==> src/rtl/id_ex_stage_reg_if.sv <==
// id_ex_stage_reg_if
//   Bundles the decode-side inputs and execute-side outputs of the ID/EX
//   pipeline register into one interface.
//   master : drives flush/freeze and the *_in fields, observes the outputs
//   slave  : the pipeline register itself
//   Parameters: WIDTH (data/PC width), CNT_W (bubble counter width)
interface id_ex_stage_reg_if #(
  parameter int WIDTH = 32,
  parameter int CNT_W = 8
);
  logic             flush;
  logic             freeze;
  logic             valid_in;
  logic [8:0]       ctrl_in;
  logic [WIDTH-1:0] pc_in;
  logic [WIDTH-1:0] val_rn_in;
  logic [WIDTH-1:0] val_rm_in;
  logic             imm_in;
  logic [11:0]      shift_operand_in;
  logic [23:0]      signed_imm_24_in;
  logic [3:0]       dest_in;
  logic [3:0]       src1_in;
  logic [3:0]       src2_in;
  logic             status_c_in;

  logic [3:0]       exe_cmd;
  logic             mem_r_en;
  logic             mem_w_en;
  logic             wb_en;
  logic             b;
  logic             s;
  logic [WIDTH-1:0] pc;
  logic [WIDTH-1:0] val_rn;
  logic [WIDTH-1:0] val_rm;
  logic             imm;
  logic [11:0]      shift_operand;
  logic [23:0]      signed_imm_24;
  logic [3:0]       dest;
  logic [3:0]       src1;
  logic [3:0]       src2;
  logic             carry;
  logic             valid;
  logic [CNT_W-1:0] bubble_cnt;

  modport master (
    output flush, freeze, valid_in, ctrl_in, pc_in, val_rn_in, val_rm_in,
           imm_in, shift_operand_in, signed_imm_24_in, dest_in, src1_in,
           src2_in, status_c_in,
    input  exe_cmd, mem_r_en, mem_w_en, wb_en, b, s, pc, val_rn, val_rm,
           imm, shift_operand, signed_imm_24, dest, src1, src2, carry,
           valid, bubble_cnt
  );

  modport slave (
    input  flush, freeze, valid_in, ctrl_in, pc_in, val_rn_in, val_rm_in,
           imm_in, shift_operand_in, signed_imm_24_in, dest_in, src1_in,
           src2_in, status_c_in,
    output exe_cmd, mem_r_en, mem_w_en, wb_en, b, s, pc, val_rn, val_rm,
           imm, shift_operand, signed_imm_24, dest, src1, src2, carry,
           valid, bubble_cnt
  );
endinterface

==> src/rtl/id_ex_stage_reg.sv <==
// id_ex_stage_reg
//   Pipeline register between decode and execute. Captures the control
//   word, operands, immediates and register tags every cycle, holds them on
//   freeze, and replaces them with a bubble on flush. A saturating counter
//   records how many bubbles flush has inserted.
//   Ports:
//     clk  - rising-edge clock
//     rst  - asynchronous active-high reset, clears every output
//     bus  - id_ex_stage_reg_if slave modport (inputs *_in, flush, freeze;
//            outputs are all direct flop outputs)
module id_ex_stage_reg #(
  parameter int WIDTH = 32,
  parameter int CNT_W = 8
) (
  input logic              clk,
  input logic              rst,
  id_ex_stage_reg_if.slave bus
);

  logic [8:0]       r_ctrl;
  logic [WIDTH-1:0] r_pc;
  logic [WIDTH-1:0] r_valRn;
  logic [WIDTH-1:0] r_valRm;
  logic             r_imm;
  logic [11:0]      r_shiftOperand;
  logic [23:0]      r_signedImm24;
  logic [3:0]       r_dest;
  logic [3:0]       r_src1;
  logic [3:0]       r_src2;
  logic             r_carry;
  logic             r_valid;
  logic [CNT_W-1:0] r_bubbleCnt;

  // Flush outranks freeze so a wrong-path instruction can never be held
  // into execute. An invalid decode slot loads a zero control word so it
  // has no side effects downstream.
  always_ff @(posedge clk or posedge rst) begin
    if (rst) begin
      r_ctrl         <= '0;
      r_pc           <= '0;
      r_valRn        <= '0;
      r_valRm        <= '0;
      r_imm          <= 1'b0;
      r_shiftOperand <= '0;
      r_signedImm24  <= '0;
      r_dest         <= '0;
      r_src1         <= '0;
      r_src2         <= '0;
      r_carry        <= 1'b0;
      r_valid        <= 1'b0;
      r_bubbleCnt    <= '0;
    end else if (bus.flush) begin
      r_ctrl         <= '0;
      r_pc           <= '0;
      r_valRn        <= '0;
      r_valRm        <= '0;
      r_imm          <= 1'b0;
      r_shiftOperand <= '0;
      r_signedImm24  <= '0;
      r_dest         <= '0;
      r_src1         <= '0;
      r_src2         <= '0;
      r_carry        <= 1'b0;
      r_valid        <= 1'b0;
      // Saturate instead of wrapping at all-ones.
      if (r_bubbleCnt != {CNT_W{1'b1}}) begin
        r_bubbleCnt <= r_bubbleCnt + 1'b1;
      end
    end else if (!bus.freeze) begin
      r_ctrl         <= bus.valid_in ? bus.ctrl_in : 9'd0;
      r_pc           <= bus.pc_in;
      r_valRn        <= bus.val_rn_in;
      r_valRm        <= bus.val_rm_in;
      r_imm          <= bus.imm_in;
      r_shiftOperand <= bus.shift_operand_in;
      r_signedImm24  <= bus.signed_imm_24_in;
      r_dest         <= bus.dest_in;
      r_src1         <= bus.src1_in;
      r_src2         <= bus.src2_in;
      r_carry        <= bus.status_c_in;
      r_valid        <= bus.valid_in;
    end
  end

  // Control outputs are slices of the registered control word.
  assign bus.exe_cmd       = r_ctrl[8:5];
  assign bus.mem_r_en      = r_ctrl[4];
  assign bus.mem_w_en      = r_ctrl[3];
  assign bus.wb_en         = r_ctrl[2];
  assign bus.b             = r_ctrl[1];
  assign bus.s             = r_ctrl[0];
  assign bus.pc            = r_pc;
  assign bus.val_rn        = r_valRn;
  assign bus.val_rm        = r_valRm;
  assign bus.imm           = r_imm;
  assign bus.shift_operand = r_shiftOperand;
  assign bus.signed_imm_24 = r_signedImm24;
  assign bus.dest          = r_dest;
  assign bus.src1          = r_src1;
  assign bus.src2          = r_src2;
  assign bus.carry         = r_carry;
  assign bus.valid         = r_valid;
  assign bus.bubble_cnt    = r_bubbleCnt;

endmodule

==> src/flat_wrapper.sv <==
// flat-port wrapper written by rule: the top's interface ports become plain ports
module id_ex_stage_reg_flat 
#(
  parameter int WIDTH = 32,
  parameter int CNT_W = 8
)
  (clk, rst, bus_flush, bus_freeze, bus_valid_in, bus_ctrl_in, bus_pc_in, bus_val_rn_in, bus_val_rm_in, bus_imm_in, bus_shift_operand_in, bus_signed_imm_24_in, bus_dest_in, bus_src1_in, bus_src2_in, bus_status_c_in, bus_exe_cmd, bus_mem_r_en, bus_mem_w_en, bus_wb_en, bus_b, bus_s, bus_pc, bus_val_rn, bus_val_rm, bus_imm, bus_shift_operand, bus_signed_imm_24, bus_dest, bus_src1, bus_src2, bus_carry, bus_valid, bus_bubble_cnt);
  id_ex_stage_reg_if #(.WIDTH(WIDTH), .CNT_W(CNT_W)) bus_i ();
  input logic clk;
  input logic rst;
  input wire logic [$bits(bus_i.flush)-1:0] bus_flush;
  input wire logic [$bits(bus_i.freeze)-1:0] bus_freeze;
  input wire logic [$bits(bus_i.valid_in)-1:0] bus_valid_in;
  input wire logic [$bits(bus_i.ctrl_in)-1:0] bus_ctrl_in;
  input wire logic [$bits(bus_i.pc_in)-1:0] bus_pc_in;
  input wire logic [$bits(bus_i.val_rn_in)-1:0] bus_val_rn_in;
  input wire logic [$bits(bus_i.val_rm_in)-1:0] bus_val_rm_in;
  input wire logic [$bits(bus_i.imm_in)-1:0] bus_imm_in;
  input wire logic [$bits(bus_i.shift_operand_in)-1:0] bus_shift_operand_in;
  input wire logic [$bits(bus_i.signed_imm_24_in)-1:0] bus_signed_imm_24_in;
  input wire logic [$bits(bus_i.dest_in)-1:0] bus_dest_in;
  input wire logic [$bits(bus_i.src1_in)-1:0] bus_src1_in;
  input wire logic [$bits(bus_i.src2_in)-1:0] bus_src2_in;
  input wire logic [$bits(bus_i.status_c_in)-1:0] bus_status_c_in;
  output wire logic [$bits(bus_i.exe_cmd)-1:0] bus_exe_cmd;
  output wire logic [$bits(bus_i.mem_r_en)-1:0] bus_mem_r_en;
  output wire logic [$bits(bus_i.mem_w_en)-1:0] bus_mem_w_en;
  output wire logic [$bits(bus_i.wb_en)-1:0] bus_wb_en;
  output wire logic [$bits(bus_i.b)-1:0] bus_b;
  output wire logic [$bits(bus_i.s)-1:0] bus_s;
  output wire logic [$bits(bus_i.pc)-1:0] bus_pc;
  output wire logic [$bits(bus_i.val_rn)-1:0] bus_val_rn;
  output wire logic [$bits(bus_i.val_rm)-1:0] bus_val_rm;
  output wire logic [$bits(bus_i.imm)-1:0] bus_imm;
  output wire logic [$bits(bus_i.shift_operand)-1:0] bus_shift_operand;
  output wire logic [$bits(bus_i.signed_imm_24)-1:0] bus_signed_imm_24;
  output wire logic [$bits(bus_i.dest)-1:0] bus_dest;
  output wire logic [$bits(bus_i.src1)-1:0] bus_src1;
  output wire logic [$bits(bus_i.src2)-1:0] bus_src2;
  output wire logic [$bits(bus_i.carry)-1:0] bus_carry;
  output wire logic [$bits(bus_i.valid)-1:0] bus_valid;
  output wire logic [$bits(bus_i.bubble_cnt)-1:0] bus_bubble_cnt;
  assign bus_i.flush = bus_flush;
  assign bus_i.freeze = bus_freeze;
  assign bus_i.valid_in = bus_valid_in;
  assign bus_i.ctrl_in = bus_ctrl_in;
  assign bus_i.pc_in = bus_pc_in;
  assign bus_i.val_rn_in = bus_val_rn_in;
  assign bus_i.val_rm_in = bus_val_rm_in;
  assign bus_i.imm_in = bus_imm_in;
  assign bus_i.shift_operand_in = bus_shift_operand_in;
  assign bus_i.signed_imm_24_in = bus_signed_imm_24_in;
  assign bus_i.dest_in = bus_dest_in;
  assign bus_i.src1_in = bus_src1_in;
  assign bus_i.src2_in = bus_src2_in;
  assign bus_i.status_c_in = bus_status_c_in;
  assign bus_exe_cmd = bus_i.exe_cmd;
  assign bus_mem_r_en = bus_i.mem_r_en;
  assign bus_mem_w_en = bus_i.mem_w_en;
  assign bus_wb_en = bus_i.wb_en;
  assign bus_b = bus_i.b;
  assign bus_s = bus_i.s;
  assign bus_pc = bus_i.pc;
  assign bus_val_rn = bus_i.val_rn;
  assign bus_val_rm = bus_i.val_rm;
  assign bus_imm = bus_i.imm;
  assign bus_shift_operand = bus_i.shift_operand;
  assign bus_signed_imm_24 = bus_i.signed_imm_24;
  assign bus_dest = bus_i.dest;
  assign bus_src1 = bus_i.src1;
  assign bus_src2 = bus_i.src2;
  assign bus_carry = bus_i.carry;
  assign bus_valid = bus_i.valid;
  assign bus_bubble_cnt = bus_i.bubble_cnt;
  id_ex_stage_reg #(.WIDTH(WIDTH), .CNT_W(CNT_W)) u_core (.clk(clk), .rst(rst), .bus(bus_i));
endmodule
==> config.mk <==
export PLATFORM = sky130hd
export DESIGN_NAME = id_ex_stage_reg_flat
export DESIGN_NICKNAME = d
export VERILOG_FILES = /design/src/rtl/id_ex_stage_reg_if.sv /design/src/rtl/id_ex_stage_reg.sv /design/src/flat_wrapper.sv
export SDC_FILE = /design/constraint.sdc
export NUM_CORES = 1
export LEC_CHECK = 0
export CORE_AREA = 2 2 127 129
export DETAILED_ROUTE_END_ITERATION = 8
export DIE_AREA = 0 0 129 131
export DONT_BUFFER_PORTS = 1
export GPL_ROUTABILITY_DRIVEN = 0
export GPL_TIMING_DRIVEN = 0
export SYNTH_ARGS = -nofsm -noshare
export SYNTH_HDL_FRONTEND = slang
export SYNTH_SLANG_ARGS = --single-unit
==> constraint.sdc <==
create_clock -name clk -period 6.51 [get_ports clk]
set_input_delay 0.3255 -clock clk [delete_from_list [all_inputs] [get_ports clk]]
set_output_delay 0.3255 -clock clk [all_outputs]
set_load 0.02 [all_outputs]
; ---- Word-level counts from Yosys, hierarchy flattened
; Index checks and enable logic that the tools add are counted.
[totals]
regBits = 164
in_bits = 160
output_inout_bits = 164
wordCells = 42
[classes]
n_addsub = 1
eq_ne = 2
muxes = 25
reduce_logical = 1
[ops]
columns = op, count
row1 = 32-bit two-way mux, 6
row2 = 24-bit two-way mux, 2
row3 = 9-bit two-way mux, 3
row4 = 12-bit two-way mux, 2
row5 = 4-bit two-way mux, 6
row6 = 8-bit by 1-bit adder with 8-bit output (second input constant), 1
row7 = 8-bit inequality test (second input constant), 1
row8 = 1-bit two-way mux, 6
row9 = 2-bit inequality test (second input constant), 1
row10 = 2-bit AND reduction, 1

; ---- Depth between registers and ports, before layout
[depth]
ltp_word = 3
ltp_mapped = 5
depth_no_buf = 4

; ---- Worst setup path after synthesis
; OpenSTA, ideal clock, no wires.
[synth_path]
kind = flip-flop to flip-flop
startpoint = reg u_core.r_bubbleCnt[0], in the netlist u_core.bus.bubble_cnt[0]
endpoint = reg u_core.r_bubbleCnt[1], in the netlist u_core.bus.bubble_cnt[1]
setup_ns = 0.128
arrival_time_ns = 1.357
required_time_ns = 6.382
slack_ns = 5.025
path_stages_with_launch = 5
path_buffers = 0
period_less_slack_ns = 1.485
cell_sequence = dfrtp_1 ha_1 nand3_1 o21ai_2 mux2_1
[synth_via]
elab_chain_len = 2
elab_cells_between_ends = 3
classes_between = 1 x add/sub / 1 x eq/ne / 1 x reduce/logical
[synth_rtl]
columns = item, line_no
row1 = start: declaration, id_ex_stage_reg.sv:32  ; logic [CNT_W-1:0] r_bubbleCnt;
row2 = start signal: assignment, id_ex_stage_reg.sv:67  ; r_bubbleCnt <= r_bubbleCnt + 1'b1;
row3 = branches (longest 2 deep; another with 8-bit by 1-bit adder with 8-bit output), n/a
; Several ways; the timed one is not identified.
; A chain may end at the register's enable or synchronous reset.

; ---- Worst setup path in the final report
; Ends and elaborated chain as after synthesis.

==> impl_metrics.env <==
export IMPL_status="finished clean"
export IMPL_cap_violations=0
export IMPL_cts_sinks=164
export IMPL_start_util_pct=43.3
export IMPL_clkSlewWorstSetupHoldPaths_ps=70
export IMPL_postSynthAreaPerCell_sq_um=12.2
export IMPL_coreArea_sq_um=15600
export IMPL_antenna_found_initial=1
export IMPL_grt_pass1_wl_microns=23700
export IMPL_syn_nets=713
export IMPL_insertion_delay_ps=420
export IMPL_hp_class="in -> reg"
export IMPL_grt_pass1_vias=4326
export IMPL_final_setup_tns_ps=0
export IMPL_ant_nets=0
export IMPL_grt_util_met1_pct=20.9
export IMPL_yosys_top_cells_area="dfrtp_1, mux2i_1, nor2_1"
export IMPL_cp_required_ps=6820
export IMPL_async_flop_share_pct=100
export IMPL_postCtsSetupRepairBufs=0
export IMPL_synth_edf_count=0
export IMPL_synth_cells=552
export IMPL_switchingPower_uw=716
export IMPL_fin_crit_ps=1630
export IMPL_dr_first_iter_drc_count=161
export IMPL_synthDistinctLibCells=29
export IMPL_fillers=1373
export IMPL_cp_max_fo=6
export IMPL_hpwl_microns=12100
export IMPL_die_width_microns=129
export IMPL_final_max_slew_violation_count=0
export IMPL_numPortBuffers=0
export IMPL_yosys_area_top_type="dfrtp_1"
export IMPL_ir_drop_v=0.000159
export IMPL_root_buffer="clkbuf_16"
export IMPL_drive_gt1_share_pct=9.90
export IMPL_die_y_microns=131
export IMPL_busiest_layer="met2"
export IMPL_pre_cts_slack_ps=4890
export IMPL_worstPathArrival_ps=1940
export IMPL_overflow=0
export IMPL_setup_slack_ps=4880
export IMPL_synthFlopType="dfrtp_1"
export IMPL_use_met3_pct=8.06
export IMPL_p_leak_nw=3.85
export IMPL_relSlewSlack_pct=53.7
export IMPL_power_density_nw_per_um2=325
export IMPL_swShare_pct=28.8
export IMPL_yosys_warnings=0
export IMPL_seqPwrFrac_pct=51.1
export IMPL_setup_viol=0
export IMPL_seq_area_frac_synth_pct=60.8
export IMPL_cts_buffers_inserted=17
export IMPL_grt_usage_pct=18.8
export IMPL_pwr_share_comb_pct=8.6
export IMPL_cts_tree="built"
export IMPL_dieArea_sq_um=16900
export IMPL_vias=4155
export IMPL_hold_viol_final=0
export IMPL_crit_type="reg -> reg"
export IMPL_synth_seq_cells=164
export IMPL_routed_via_density=5.17
export IMPL_period_share_pct=25.0
export IMPL_drtPass1Iterations=4
export IMPL_row_count=46
export IMPL_ys_top_cells_by_count="dfrtp_1, nor2_1, mux2i_1, buf_6, clkbuf_1"
export IMPL_h_tree_depth=4
export IMPL_syn_to_final_growth_pct=13.4
export IMPL_wirelength_microns=16100
export IMPL_cts_max_path_buffers=2
export IMPL_yosysMostFrequentCell="dfrtp_1"
export IMPL_worst_setup_path_end_kind="flip-flop"
export IMPL_post_synth_top_area_fraction_pct=60.8
export IMPL_avgRoutedWirePerCell_microns=20.0
export IMPL_worst_slew_pin_slew_ps=695
export IMPL_finalNetCount=734
export IMPL_finalClockSkew_ps=6.36
export IMPL_grt_start_max_net_pins=90
export IMPL_power_frac_clock_pct=40.3
export IMPL_fmaxAchievable_ghz=0.613
export IMPL_drc=0
export IMPL_startpoint_type="flip-flop"
export IMPL_syn_area_sq_um=6750
export IMPL_grt_use_met2_pct=31.4
export IMPL_rsz0062_at_grt="no"
export IMPL_ioPinCount=324
export IMPL_p_int_mw=1.77
-- critical path: stages, from the launching register on --
cell,delay [ps]
dfrtp_1,530
ha_1,320
nand3_1,140
o21ai_2,190
mux2_1,330
-- flip-flops by register name, indices dropped and copies added (netlist names), 4 cells and up --
| signal | flops |
|---|---|
| u_core.bus.bubble_cnt | 8 |
| u_core.bus.val_rn | 32 |
| u_core.bus.signed_imm_24 | 24 |
| u_core.bus.val_rm | 32 |
| u_core.bus.src2 | 4 |
| u_core.bus.dest | 4 |
| u_core.bus.src1 | 4 |
| u_core.bus.pc | 32 |
| u_core.r_ctrl | 9 |
| u_core.bus.shift_operand | 12 |
-- cells in the final DEF, fill, tap and decap left out, types with 2 or more instances in the layout --
cell type	synthesis	routed
xnor2_1	2	2
bufinv_16	0	2
buf_1	4	4
clkinvlp_4	0	4
nand2_1	11	11
dfrtp_1	164	164
nor2_1	150	150
nand3_1	2	2
nand3b_1	8	8
nand4_1	3	3
clkbuf_16	0	17
mux2_1	2	2
buf_4	3	3
o31ai_1	2	2
inv_6	0	4
clkinv_4	0	2
buf_6	14	14
buf_2	5	5
clkbuf_1	12	14
mux2i_1	146	146
a21oi_1	10	10
-- worst paths after layout --
| kind | from | to | slack (ps) | cells after the start |
|---|---|---|---|---|
| min in group asynchronous | rst | u_core.bus.pc[26] | 500 | 2 |
| max reg2reg | u_core.bus.bubble_cnt[0] | u_core.bus.bubble_cnt[1] | 4880 | 4 |
| max | u_core.bus.bubble_cnt[0] | u_core.bus.bubble_cnt[1] | 4880 | 4 |
| min | bus_src1_in[3] | u_core.bus.src1[3] | 50 | 2 |
| min reg2reg | u_core.r_ctrl[5] | u_core.r_ctrl[5] | 660 | 2 |
| max in group asynchronous | rst | u_core.bus.dest[2] | 5140 | 3 |
-- kinds of logic after synthesis --
group           Yosys count  synth area share (%)
compound gates           17                  1.63
fa+ha+maj                 1                 0.185
flops                   164                  60.8
xor+xnor                  3                 0.389
mux                     149                  22.2
simple gates            178                  10.8
buf+inv                  40                  4.04
-- final cells by class --
class | instances | area [sq um] | share of cell area [%]
tap | 216 | 270 | 3.53
clock buffer | 20 | 447 | 5.83
buffer | 38 | 265 | 3.46
inverter | 2 | 12.5 | 0.163
multi-input combinational | 348 | 2370 | 31.0
timing repair buffer | 2 | 37.5 | 0.490
antenna | 1 | 2.50 | 0.0327
clock inverter | 12 | 145 | 1.90
sequential | 164 | 4100 | 53.6
-- stage by stage --
stage	utilization, %	instance area, sq um	total power, mW	cells	hold slack (ps)
6_report	49.1	7660	2.49	803	51.6
2_1_floorplan	-	6750	1.44	552	479
3_3_place_gp	45.0	7020	1.49	768	481
3_5_place_dp	45.2	7050	1.51	769	343
5_1_grt	49.1	7660	2.60	803	35.5
4_1_cts	49.1	7650	2.52	802	36.0
-- routing by layer --
metal	part of all wire [%]	vias up	wire [microns]
met5	0	-	0
met4	2.7	0	436
met3	10	29	1650
met2	50	224	8070
met1	37	2018	5940
li1	-	1884	-
-- power groups by stage --
stage          Sequential [mW]  Combinational, mW  Clock (mW)
3_3_place_gp              1.29              0.206           0
4_1_cts                   1.27              0.220        1.03
5_1_grt                   1.28              0.246        1.07
2_1_floorplan             1.26              0.180           0
6_report                  1.27              0.215        1.00
3_5_place_dp              1.29              0.219           0
-- what timing repair did --
action	CTS	global route
hold buffers	1	0
endpoints found under the hold margin	75	0
gates resized for setup	0	0
endpoints found under the setup margin	0	0
Power figures use the tool's default switching activity.
